`src/rtl/mux_arb_nxw.sv`:
```
// Registered N-channel, W-bit selector: direct-select or round-robin arbitration
// into a one-entry output register with a valid/ready handshake.
module mux_arb_nxw #(
    parameter int unsigned WIDTH = 32,
    parameter int unsigned NCH   = 4,
    localparam int unsigned SELW = $clog2(NCH)
) (
    input  logic                   clk,
    input  logic                   clrn,
    input  logic                   mode,
    input  logic [SELW-1:0]        s,
    input  logic [NCH*WIDTH-1:0]   a,
    input  logic [NCH-1:0]         req,
    output logic [NCH-1:0]         gnt,
    output logic [WIDTH-1:0]       y,
    output logic [SELW-1:0]        y_ch,
    output logic                   y_valid,
    input  logic                   y_ready
);

    logic [WIDTH-1:0] r_y;
    logic [SELW-1:0]  r_y_ch;
    logic             r_valid;
    logic [SELW-1:0]  r_ptr;

    logic             w_load_en;
    logic             w_dir_hit;
    logic             w_rr_hit;
    logic [SELW-1:0]  w_rr_idx;
    logic             w_hit;
    logic [SELW-1:0]  w_win;
    logic [SELW-1:0]  w_ptr_nxt;
    logic [NCH-1:0]   w_gnt;
    logic [WIDTH-1:0] w_sel_data;

    // clrn is folded in so gnt is low for the whole reset window, not just at edges
    assign w_load_en = clrn && (!r_valid || y_ready);

    // Compare against each legal index so an out-of-range s simply never matches
    always_comb begin
        w_dir_hit = 1'b0;
        for (int i = 0; i < NCH; i++) begin
            if (s == SELW'(i) && req[i]) begin
                w_dir_hit = 1'b1;
            end
        end
    end

    // Search ptr, ptr+1, ... wrapping at NCH; first requester found wins
    always_comb begin : p_rr
        int unsigned pos;
        pos      = 0;
        w_rr_hit = 1'b0;
        w_rr_idx = '0;
        for (int k = 0; k < NCH; k++) begin
            pos = 32'(r_ptr) + 32'(k);
            if (pos >= NCH) begin
                pos = pos - NCH;
            end
            if (!w_rr_hit && req[pos[SELW-1:0]]) begin
                w_rr_hit = 1'b1;
                w_rr_idx = pos[SELW-1:0];
            end
        end
    end

    assign w_hit     = mode ? w_rr_hit : w_dir_hit;
    assign w_win     = mode ? w_rr_idx : s;
    assign w_ptr_nxt = (w_win == SELW'(NCH - 1)) ? '0 : w_win + SELW'(1);

    always_comb begin
        w_gnt = '0;
        if (w_load_en && w_hit) begin
            for (int i = 0; i < NCH; i++) begin
                w_gnt[i] = (w_win == SELW'(i));
            end
        end
    end

    // AND-OR select keyed by the one-hot grant
    always_comb begin
        w_sel_data = '0;
        for (int i = 0; i < NCH; i++) begin
            w_sel_data = w_sel_data | (a[i*WIDTH +: WIDTH] & {WIDTH{w_gnt[i]}});
        end
    end

    always_ff @(posedge clk or negedge clrn) begin
        if (!clrn) begin
            r_y     <= '0;
            r_y_ch  <= '0;
            r_valid <= 1'b0;
            r_ptr   <= '0;
        end else if (w_load_en) begin
            if (w_hit) begin
                r_y     <= w_sel_data;
                r_y_ch  <= w_win;
                r_valid <= 1'b1;
                if (mode) begin
                    r_ptr <= w_ptr_nxt;
                end
            end else begin
                r_valid <= 1'b0;
            end
        end
    end

    assign gnt     = w_gnt;
    assign y       = r_y;
    assign y_ch    = r_y_ch;
    assign y_valid = r_valid;

    a_gnt_onehot : assert property (@(posedge clk) disable iff (!clrn) $onehot0(gnt));

    a_hold_stable : assert property (@(posedge clk) disable iff (!clrn)
        (y_valid && !y_ready) |=> (y_valid && $stable(y) && $stable(y_ch)));

    a_ptr_range : assert property (@(posedge clk) disable iff (!clrn)
        32'(r_ptr) < NCH);

endmodule

```
`config.mk`:
```
export PLATFORM = sky130hd
export DESIGN_NAME = mux_arb_nxw
export DESIGN_NICKNAME = d
export VERILOG_FILES = /design/src/rtl/mux_arb_nxw.sv
export SDC_FILE = /design/constraint.sdc
export NUM_CORES = 1
export LEC_CHECK = 0
export CAP_MARGIN = 20
export CORE_MARGIN = 8
export CORE_UTILIZATION = 37
export CTS_CLUSTER_SIZE = 10
export DETAILED_ROUTE_END_ITERATION = 8
export PLACE_DENSITY = 0.83
export SLEW_MARGIN = 20
export SYNTH_ARGS = -nofsm -noshare
export SYNTH_HDL_FRONTEND = slang
export SYNTH_SLANG_ARGS = --single-unit
```
`constraint.sdc`:
```
create_clock -name clk -period 5.6 [get_ports clk]
set_clock_uncertainty 0.2 [all_clocks]
set_input_delay 1.12 -clock clk [delete_from_list [all_inputs] [get_ports clk]]
set_output_delay 1.12 -clock clk [all_outputs]
set_load 0.01 [all_outputs]
```
Word level (Yosys, flattened, before mapping). Index checks and enable logic that the tools add are counted.

Flip-flop bits (word level): 37. Bits in latches: 0. RAM bits: 0. Memory bits (read-only): 0. Input port bits: 138. Output and inout port bits: 39. Word-level logic and storage cells: 80. Memories: 0.

$add $sub $neg: 8. Multipliers: 0. Div/mod/pow operators: 0. Order comparisons: 8. Eq/ne operators: 6. Shifts and indexed selects: 0. Mux-type cells: 29. Bitwise gates (word level): 7. Reduce and logical (&&, ||, !) cells: 18.

Operators by type and width (number): $and A32 B32 Y32 (4); $or A32 B32 Y32 (3); $mux W2 (10); $mux W1 (14); $lt A2 B3 Y1 const B (4); $ge A3 B3 Y1 const B (3); $logic_and A1 B1 Y1 (9); $bmux W1 S2 (4); $eq A2 B2 Y1 const B (4); $sub A2 B1 Y2 const B (4); $add A2 B2 Y3 const B (2); $eq A2 B1 Y1 const B (2); $logic_not A1 Y1 (4); $logic_not A2 Y1 (2); $mux W4 (1); $add A2 B1 Y3 const B (1); $ge A2 B3 Y1 const B (1); $reduce_and A3 Y1 (1); $add A2 B1 Y2 const B (1); $reduce_and A2 Y1 (1); $logic_or A1 B1 Y1 (1).

Depth between registers and ports, before layout. Gate-level depths: netlist (run 1).

Word-level depth: 21. Gate-level depth with buffers: 11. Mapped depth without buffers: 8.

Least setup slack after synthesis (run 1). Ideal clock, no wire load.

Path kind: input-to-output. Start: in req[0]. End: out gnt[1]. Arrival time: 2.988 ns. Required time: 4.280 ns. Setup slack: 1.292 ns. Stages: 7. Buffers on the path: 2. Path through: or4bb_1 a2111o_1 o221ai_1 ha_1 clkbuf_1 clkbuf_1 and2_1.

Word-level cells in the longest chain between the ends: 15. Elaborated cells on any way between the ends: 32. Classes of those cells: eq/ne: 1; mux: 23; reduce/logical: 8.

RTL lines: start: declaration (line 13) `input logic [NCH-1:0] req,`; $bmux W1 S2 (line 60) `if (!w_rr_hit && req[pos[SELW-1:0]]) begin`; $mux W1 (implied by the code) (line 60); $mux W1 (line 60); $logic_not A1 Y1 (line 60); $logic_and A1 B1 Y1 (line 60); $mux W1 (line 60); $logic_not A1 Y1 (line 60); $logic_and A1 B1 Y1 (line 60); $mux W1 (line 60); $logic_not A1 Y1 (line 60); $logic_and A1 B1 Y1 (line 60); $mux W2 / $mux W1 (equally long branches) (line 60); $mux W2 / $mux W1 (equally long branches) (line 68, 67); $eq A2 B1 Y1 / $logic_and A1 B1 Y1 (equally long branches) (line 75, 73); $mux W4 (*) (line 73) `if (w_load_en && w_hit) begin`; end: declaration (line 14) `output logic [NCH-1:0] gnt,`.

Mark *: on every way between the ends. The rest lies on a longest branch, timed or not. The select of a mux whose other input is x is not followed.

Worst setup path after layout (run 1).
Start: in req[0]. End: out gnt[3].

Word-level cells in the longest chain between the ends: 15. Elaborated cells on any way between the ends: 32. Classes of those cells: eq/ne: 1; mux: 23; reduce/logical: 8.

RTL lines: $bmux W1 S2 (line 60); $mux W1 (implied by the code) (line 60); $mux W1 (line 60); $logic_not A1 Y1 (line 60); $logic_and A1 B1 Y1 (line 60); $mux W1 (line 60); $logic_not A1 Y1 (line 60); $logic_and A1 B1 Y1 (line 60); $mux W1 (line 60); $logic_not A1 Y1 (line 60); $logic_and A1 B1 Y1 (line 60); $mux W2 (*) (line 60); $mux W2 (*) (line 68) `assign w_win = mode ? w_rr_idx : s;`; via w_win[1] (line 31) `logic [SELW-1:0] w_win;`; $eq A2 B2 Y1 (*) (line 75) `w_gnt[i] = (w_win == SELW'(i));`; $mux W4 (*) (line 73).

Mark *: on every way through the listed nets, which the timed path passes. The rest lies on a longest branch. The select of a mux whose other input is x is not followed.

==> metrics.csv, run 1 <==
stage,metric,value,unit
outcome,status,completed,
sta,number of setup violations in the final report,0,
die,Ports,177,
global_routing,initial antenna violation count,0,
setup_path,critical path's largest stage delay,0.57,ns
yosys,asr flop ratio synth,100,%
hold_path,worst hold path type,flip-flop to flip-flop,
setup_path,crit path kind,primary input to output pin,
sta,relative slew slack,67.8,%
clock_tree,CTS Hold Buffers Added,0,
place,PortBufs,176,
setup_path,Required @ worst endpoint,4.28,ns
clock_tree,Root Driver,clkbuf_8,
drt,vias per cell,5.34,
finish,n_diodes,0,
clock_tree,total CTS buffers,5,
clock_tree,post-cts gate resize count,0,
sta,min Tclk post-route,5.13,ns
yosys,syn nets,375,
setup_path,R2R depth,9,
setup_path,Worst path slowest cell,clkdlybuf4s50_1,
finish,Area Overhead vs Synth,79.8,%
finish,final cell count without fillers,480,
sta,Max Freq,0.195,GHz
yosys,"Avg Cell Area, Syn",10.3,sq um
pwr,total power,1.56,mW
clock_tree,Clock transition at path regs,0.07,ns
finish,"most common cell after layout, fill and taps aside",clkdlybuf4s50_1,
finish,filler cell count,511,
pwr,Peak VDD IR,0.252,mV
setup_path,Worst setup EP type,output pin,
place,dpl hpwl,7.12,mm
yosys,Synth area leaders,"dfrtp_1 (39%), a22oi_1 (20%), mux2_2 (15%)",
yosys,sequential area share after synthesis,38.7,%
pwr,Power Dens Cells,362,nW/um^2
pwr,Pleak,1.80,nW
finish,fin nets,544,
global_routing,vias in the first global route,2766,
hold_path,hold depth,1,
drt,DRT Wirelength,9.23,mm
die,Starting Density,37.9,%
pwr,switching share of power,33.6,%
yosys,Synth area leader,dfrtp_1,
clock_tree,clock sinks,37,
yosys,Synth Register Bits,37,
pwr,internal power,1.03,mW
yosys,Synth top area share,38.7,%
setup_path,Critical Path Most Common Cell,clkdlybuf4s50_1,
die,Die Y,96.5,um
yosys,distinct cell type count after synthesis,32,
place,placed insts,472,
setup_path,startpoint types,primary input,
die,Core Area,6310,sq um
place,GPL Wtd Cong,0.800,
setup_path,cell class contributing the biggest share of worst-path delay,buffers and inverters,
pwr,combinational share of power,54.3,%
pwr,sequential fraction of design power,30.3,%
setup_path,R2R setup slack,2.48,ns
drt,wire per inst,19.2,um
finish,fraction of layout instances using a drive strength above 1,13.2,%
global_routing,first-pass GRT wire length,13.9,mm
global_routing,GRT Residual Overflow,0,
drt,DRC,0,
drt,1st-pass router iterations,4,
clock_tree,Worst-Skew Late Latency,0.27,ns
hold_path,hold path startpoint,y[26],
yosys,cells after synthesis,233,
global_routing,largest net degree at the start of global routing,39,
hold_path,hold path endpoint,y[26],
pwr,Sw Pwr,522,uW
yosys,Synth Cell Area,2390,sq um
clock_tree,post-CTS setup buffers,0,
clock_tree,CTS Buffer Depth,2,
drt,Iter 0 DRT Violations,101,
sta,Worst-Margin Slew,0.483,ns
die,Rows,29,
sta,RSZ-0062 raised after global routing,no,
setup_path,Worst EP arrival,3.81,ns
pwr,Clk network pwr share,15.4,%
run,max-cap violations,0,
die,Chip Width,96.5,um
sta,Slew Limit Fails,0,
place,"Cell Area, Placed",4190,sq um
drt,final antenna-violating net count,0,
setup_path,CP max FO,8,
place,"worst slack, placed",0.504,ns
clock_tree,TritonCTS clock tree,yes,
finish,fin area,4310,sq um
die,Die Area,9300,sq um
yosys,Synth warnings,0,
yosys,ys flop type,dfrtp_1,
global_routing,GR Util All Layers,19.1,%
setup_path,Critical R2R Launch,r_ptr[1],
sta,period utilization,91.6,%
setup_path,CP Cell Sequence,clkdlybuf4s50_1 -> or4bb_1 -> a2111o_1 -> o221ai_1 -> inv_1 -> ha_1 -> and2_1 -> clkdlybuf4s50_1,
drt,via count,2562,
sta,Final Hold Violating Endpoints,0,
sta,Worst Slack Setup Final,0.468,ns
clock_tree,htree depth,2,
sta,setup_tns,0,ns
yosys,"EDFF count, synth",0,
setup_path,critical path buffer and inverter count,3,
finish,most frequent cells in the layout,"clkdlybuf4s50_1 (175), a22oi_1 (64), dfrtp_1 (37), nand2_1 (34), mux2_2 (32)",
setup_path,worst r2r dst,y[15],
[flip-flops by register name, summed over array words and instances (netlist names)]
register	cells
r_ptr	2
y	32
y_ch	2
y_valid	1
[cells by family (layout without fill, tap and decap cells)]
logic type | count (synthesis) | in the layout | share of synthesized area, %
flip-flops | 37 | 37 | 38.7
buffers and inverters | 28 | 198 | 5.75
AND/OR/NAND/NOR | 49 | 49 | 9.46
AO/OA/AOI/OAI | 76 | 76 | 25.4
multiplexers | 39 | 39 | 18.6
adder cells (fa/ha/maj) | 4 | 4 | 2.09
[power by group through the flow]
stage / sequential (mW) / combinational, mW / clock, mW
after global placement: 0.468 / 0.838 / 0
after CTS: 0.472 / 0.855 / 0.242
after detailed placement: 0.476 / 0.853 / 0
after floorplan: 0.523 / 0.344 / 0
final: 0.472 / 0.845 / 0.240
after global routing: 0.494 / 0.915 / 0.254
[per-layer routing]
layer / global-route usage (%) / routed length (um)
met5: 0 / 0
met4: 4.16 / 96
met3: 6.88 / 967
met2: 34.2 / 4810
met1: 21.3 / 3360
[synth_stat cells (2+ instances only)]
master / n
nand2_1: 34
and2_1: 4
mux2i_1: 4
mux2_4: 3
buf_4: 2
nand3_1: 3
clkbuf_1: 16
nand2b_1: 2
inv_1: 7
or4bb_1: 2
dfrtp_1: 37
ha_1: 4
mux2_2: 32
a22oi_1: 64
a21o_1: 2
[worst max path at each step]
stage,startpoint,endpoint,slack (ns),cells after the start
floorplan,req[0],gnt[1],1.29,7
global placement,req[0],gnt[3],0.59,8
detailed placement,req[0],gnt[2],0.50,8
CTS,req[0],gnt[2],0.49,8
global route,req[0],gnt[3],0.37,8
finish,req[0],gnt[3],0.47,8
[metrics by stage]
step	hold WS (ns)	util, %
CTS	0.312	68.2
global placement	0.289	66.3
finish	0.308	68.2
detailed placement	0.292	66.3
global route	0.319	68.2
floorplan	0.336	-
[area by class of cell]
cell class | count | area [sq um] | share of cell area, %
inverter | 7 | 26.3 | 0.610
multi-input combinational | 168 | 1330 | 30.9
timing repair buffer | 183 | 1810 | 42.0
clock buffer | 7 | 86.3 | 2.01
tap | 77 | 96.3 | 2.24
sequential | 37 | 926 | 21.5
clock inverter | 1 | 30.0 | 0.697
(Power assumes the default switching activity.)
==> run 2, diff against run 1 <==
--- a/config.mk
+++ b/config.mk
@@ -6,7 +6,6 @@
 export NUM_CORES = 1
 export LEC_CHECK = 0
 export CAP_MARGIN = 20
-export CORE_MARGIN = 8
 export CORE_UTILIZATION = 37
 export CTS_CLUSTER_SIZE = 10
 export DETAILED_ROUTE_END_ITERATION = 8
==> run 2 against run 1 <==
Compared with the run above:
- setup slack improved by 0.078 ns
- register-to-register slack better by 0.08 ns
- global-route usage up 3.4 points
- clock power shrank 23%
==> metrics.csv, run 2 (same netlist as run 1, synthesis figures left out) <==
stage,metric,value,unit,change
hold_path,hold depth,1,,unchanged
pwr,internal power,987,uW,-4.6%
finish,fin area,4270,sq um,-0.93%
setup_path,crit path kind,primary input to output pin,,
pwr,Sw Pwr,502,uW,-3.9%
drt,1st-pass router iterations,4,,unchanged
die,Rows,28,,-3.4%
global_routing,initial antenna violation count,0,,unchanged
run,max-cap violations,0,,unchanged
clock_tree,Root Driver,clkbuf_8,,
place,dpl hpwl,5.95,mm,-17%
die,Core Area,6100,sq um,-3.4%
finish,Largest register FFs,32,,unchanged
clock_tree,htree depth,2,,unchanged
place,PortBufs,176,,unchanged
clock_tree,CTS Hold Buffers Added,0,,unchanged
clock_tree,total CTS buffers,5,,unchanged
die,Ports,177,,unchanged
drt,final antenna-violating net count,0,,unchanged
finish,n_diodes,0,,unchanged
finish,Area Overhead vs Synth,78.1,%,
sta,RSZ-0062 raised after global routing,no,,
drt,vias per cell,5.32,,-0.30%
global_routing,grt met3 use,6.70,%,-0.17 points
sta,Slew Limit Fails,0,,unchanged
die,Chip Width,82.5,um,-15%
clock_tree,post-cts gate resize count,0,,unchanged
setup_path,startpoint types,primary input,,
pwr,sequential fraction of design power,31.6,%,+1.3 points
die,Die Y,82.5,um,-15%
sta,Final Hold Violating Endpoints,0,,unchanged
drt,DRC,0,,unchanged
die,Die Area,6800,sq um,-27%
clock_tree,TritonCTS clock tree,yes,,
drt,DRT Wirelength,7.84,mm,-15%
pwr,Peak VDD IR,0.241,mV,-4.4%
setup_path,Worst path slowest cell,or4bb_1,,
sta,Worst-Margin Slew,0.479,ns,-0.00492 ns
drt,Iter 0 DRT Violations,138,,+37%
setup_path,Critical Path Most Common Cell,clkdlybuf4s50_1,,
clock_tree,CTS Buffer Depth,2,,unchanged
finish,fin nets,543,,-0.18%
setup_path,critical path's largest stage delay,0.56,ns,about the same
drt,via count,2533,,-1.1%
sta,setup_tns,0,ns,unchanged
setup_path,CP Cell Sequence,clkdlybuf4s50_1 -> or4bb_1 -> a2111o_1 -> o221ai_1 -> inv_1 -> ha_1 -> and2_1 -> clkdlybuf4s50_1,,
global_routing,largest net degree at the start of global routing,39,,unchanged
clock_tree,Clock transition at path regs,0.07,ns,about the same
setup_path,Required @ worst endpoint,4.28,ns,about the same
setup_path,Critical Path Stages,8,,unchanged
pwr,combinational share of power,55.9,%,+1.6 points
pwr,Pleak,1.79,nW,-1.1%
setup_path,Worst EP arrival,3.73,ns,-0.08 ns
sta,number of setup violations in the final report,0,,unchanged
drt,wire per inst,16.5,um,-14%
global_routing,GR peak layer,met2,,
clock_tree,post-CTS setup buffers,0,,unchanged
global_routing,GR Util All Layers,22.5,%,+3.4 points
global_routing,vias in the first global route,2449,,-11%
finish,"most common cell after layout, fill and taps aside",clkdlybuf4s50_1,,
die,Starting Density,39.3,%,+1.4 points
pwr,Clk network pwr share,12.5,%,-2.9 points
global_routing,first-pass GRT wire length,11.4,mm,-18%
global_routing,met2 Resource Use GR,41.2,%,+7.0 points
finish,most frequent cells in the layout,"clkdlybuf4s50_1 (175), a22oi_1 (64), dfrtp_1 (37), nand2_1 (34), mux2_2 (32)",,
setup_path,CP max FO,8,,unchanged
sta,period utilization,90.2,%,-1.4 points
sta,Max Freq,0.198,GHz,+1.6%
setup_path,critical path buffer and inverter count,3,,unchanged
setup_path,Worst setup EP type,output pin,,
sta,min Tclk post-route,5.05,ns,-0.0784 ns
setup_path,cell class contributing the biggest share of worst-path delay,buffers and inverters,,
clock_tree,Worst-Skew Late Latency,0.27,ns,about the same
pwr,total power,1.49,mW,-4.4%
setup_path,R2R depth,9,,unchanged
global_routing,GRT Residual Overflow,0,,unchanged
global_routing,M1 GR Usage,25.2,%,+3.9 points
clock_tree,clock sinks,37,,unchanged
sta,relative slew slack,68.1,%,+0.33 points
place,GPL Wtd Cong,0.831,,+3.8%
finish,fraction of layout instances using a drive strength above 1,12.7,%,-0.43 points
outcome,status,completed,,
hold_path,worst hold path type,flip-flop to flip-flop,,
pwr,Power Dens Cells,349,nW/um^2,-3.5%
pwr,switching share of power,33.7,%,+0.16 points
place,"Cell Area, Placed",4180,sq um,-0.24%
## run 2: cell types whose count changed in the layout (fill, tap and decap cells not counted)
| cell | change |
|---|---|
| buf_4 | -1 |
| bufinv_16 | -1 |
## run 2: cell type report
| class | instances | area, sq um |
|---|---|---|
| Sequential cell | 37 | 926 |
| Timing Repair Buffer | 182 | 1800 |
| Clock buffer | 7 | 86.3 |
| Multi-Input combinational cell | 168 | 1330 |
| Fill cell | 490 | 1830 |
| Inverter | 7 | 26.3 |
| Tap cell | 75 | 93.8 |
## run 2: worst paths after layout
kind                       startpoint  slack, ns  endpoint
hold reg to reg                 y[31]       0.31     y[31]
max in group asynchronous        clrn       4.16      y[4]
hold / removal                  y[31]       0.31     y[31]
min in group asynchronous        clrn       0.71      y[7]
setup / recovery               req[0]       0.55    gnt[3]
setup reg to reg             r_ptr[1]       2.56     y[23]
## run 2: per-layer routing
layer,wire length [um],vias to the layer above,share of wire (%)
li1,-,1213,-
met1,2910,1190,37
met2,4010,121,51
met3,816,9,10
met4,99,0,1.3
met5,0,-,0
## run 2: power by group through the flow
| stage | Sequential, mW | Clock [mW] | Combinational (mW) |
|---|---|---|---|
| after detailed placement | 0.478 | 0 | 0.839 |
| after CTS | 0.473 | 0.190 | 0.842 |
| after global placement | 0.466 | 0 | 0.826 |
| after global routing | 0.492 | 0.203 | 0.899 |
| after floorplan | 0.523 | 0 | 0.344 |
| final | 0.471 | 0.185 | 0.832 |
## run 2: metrics by stage
stage | std cells | util, % | hold WS (ns) | worst slack, ns
4_1_cts | 476 | 70.0 | 0.311 | 0.533
2_1_floorplan | 233 | - | 0.336 | 1.29
3_5_place_dp | 469 | 68.6 | 0.295 | 0.522
6_report | 476 | 70.0 | 0.306 | 0.546
5_1_grt | 476 | 70.0 | 0.327 | 0.403
3_3_place_gp | 469 | 68.6 | 0.284 | 0.605
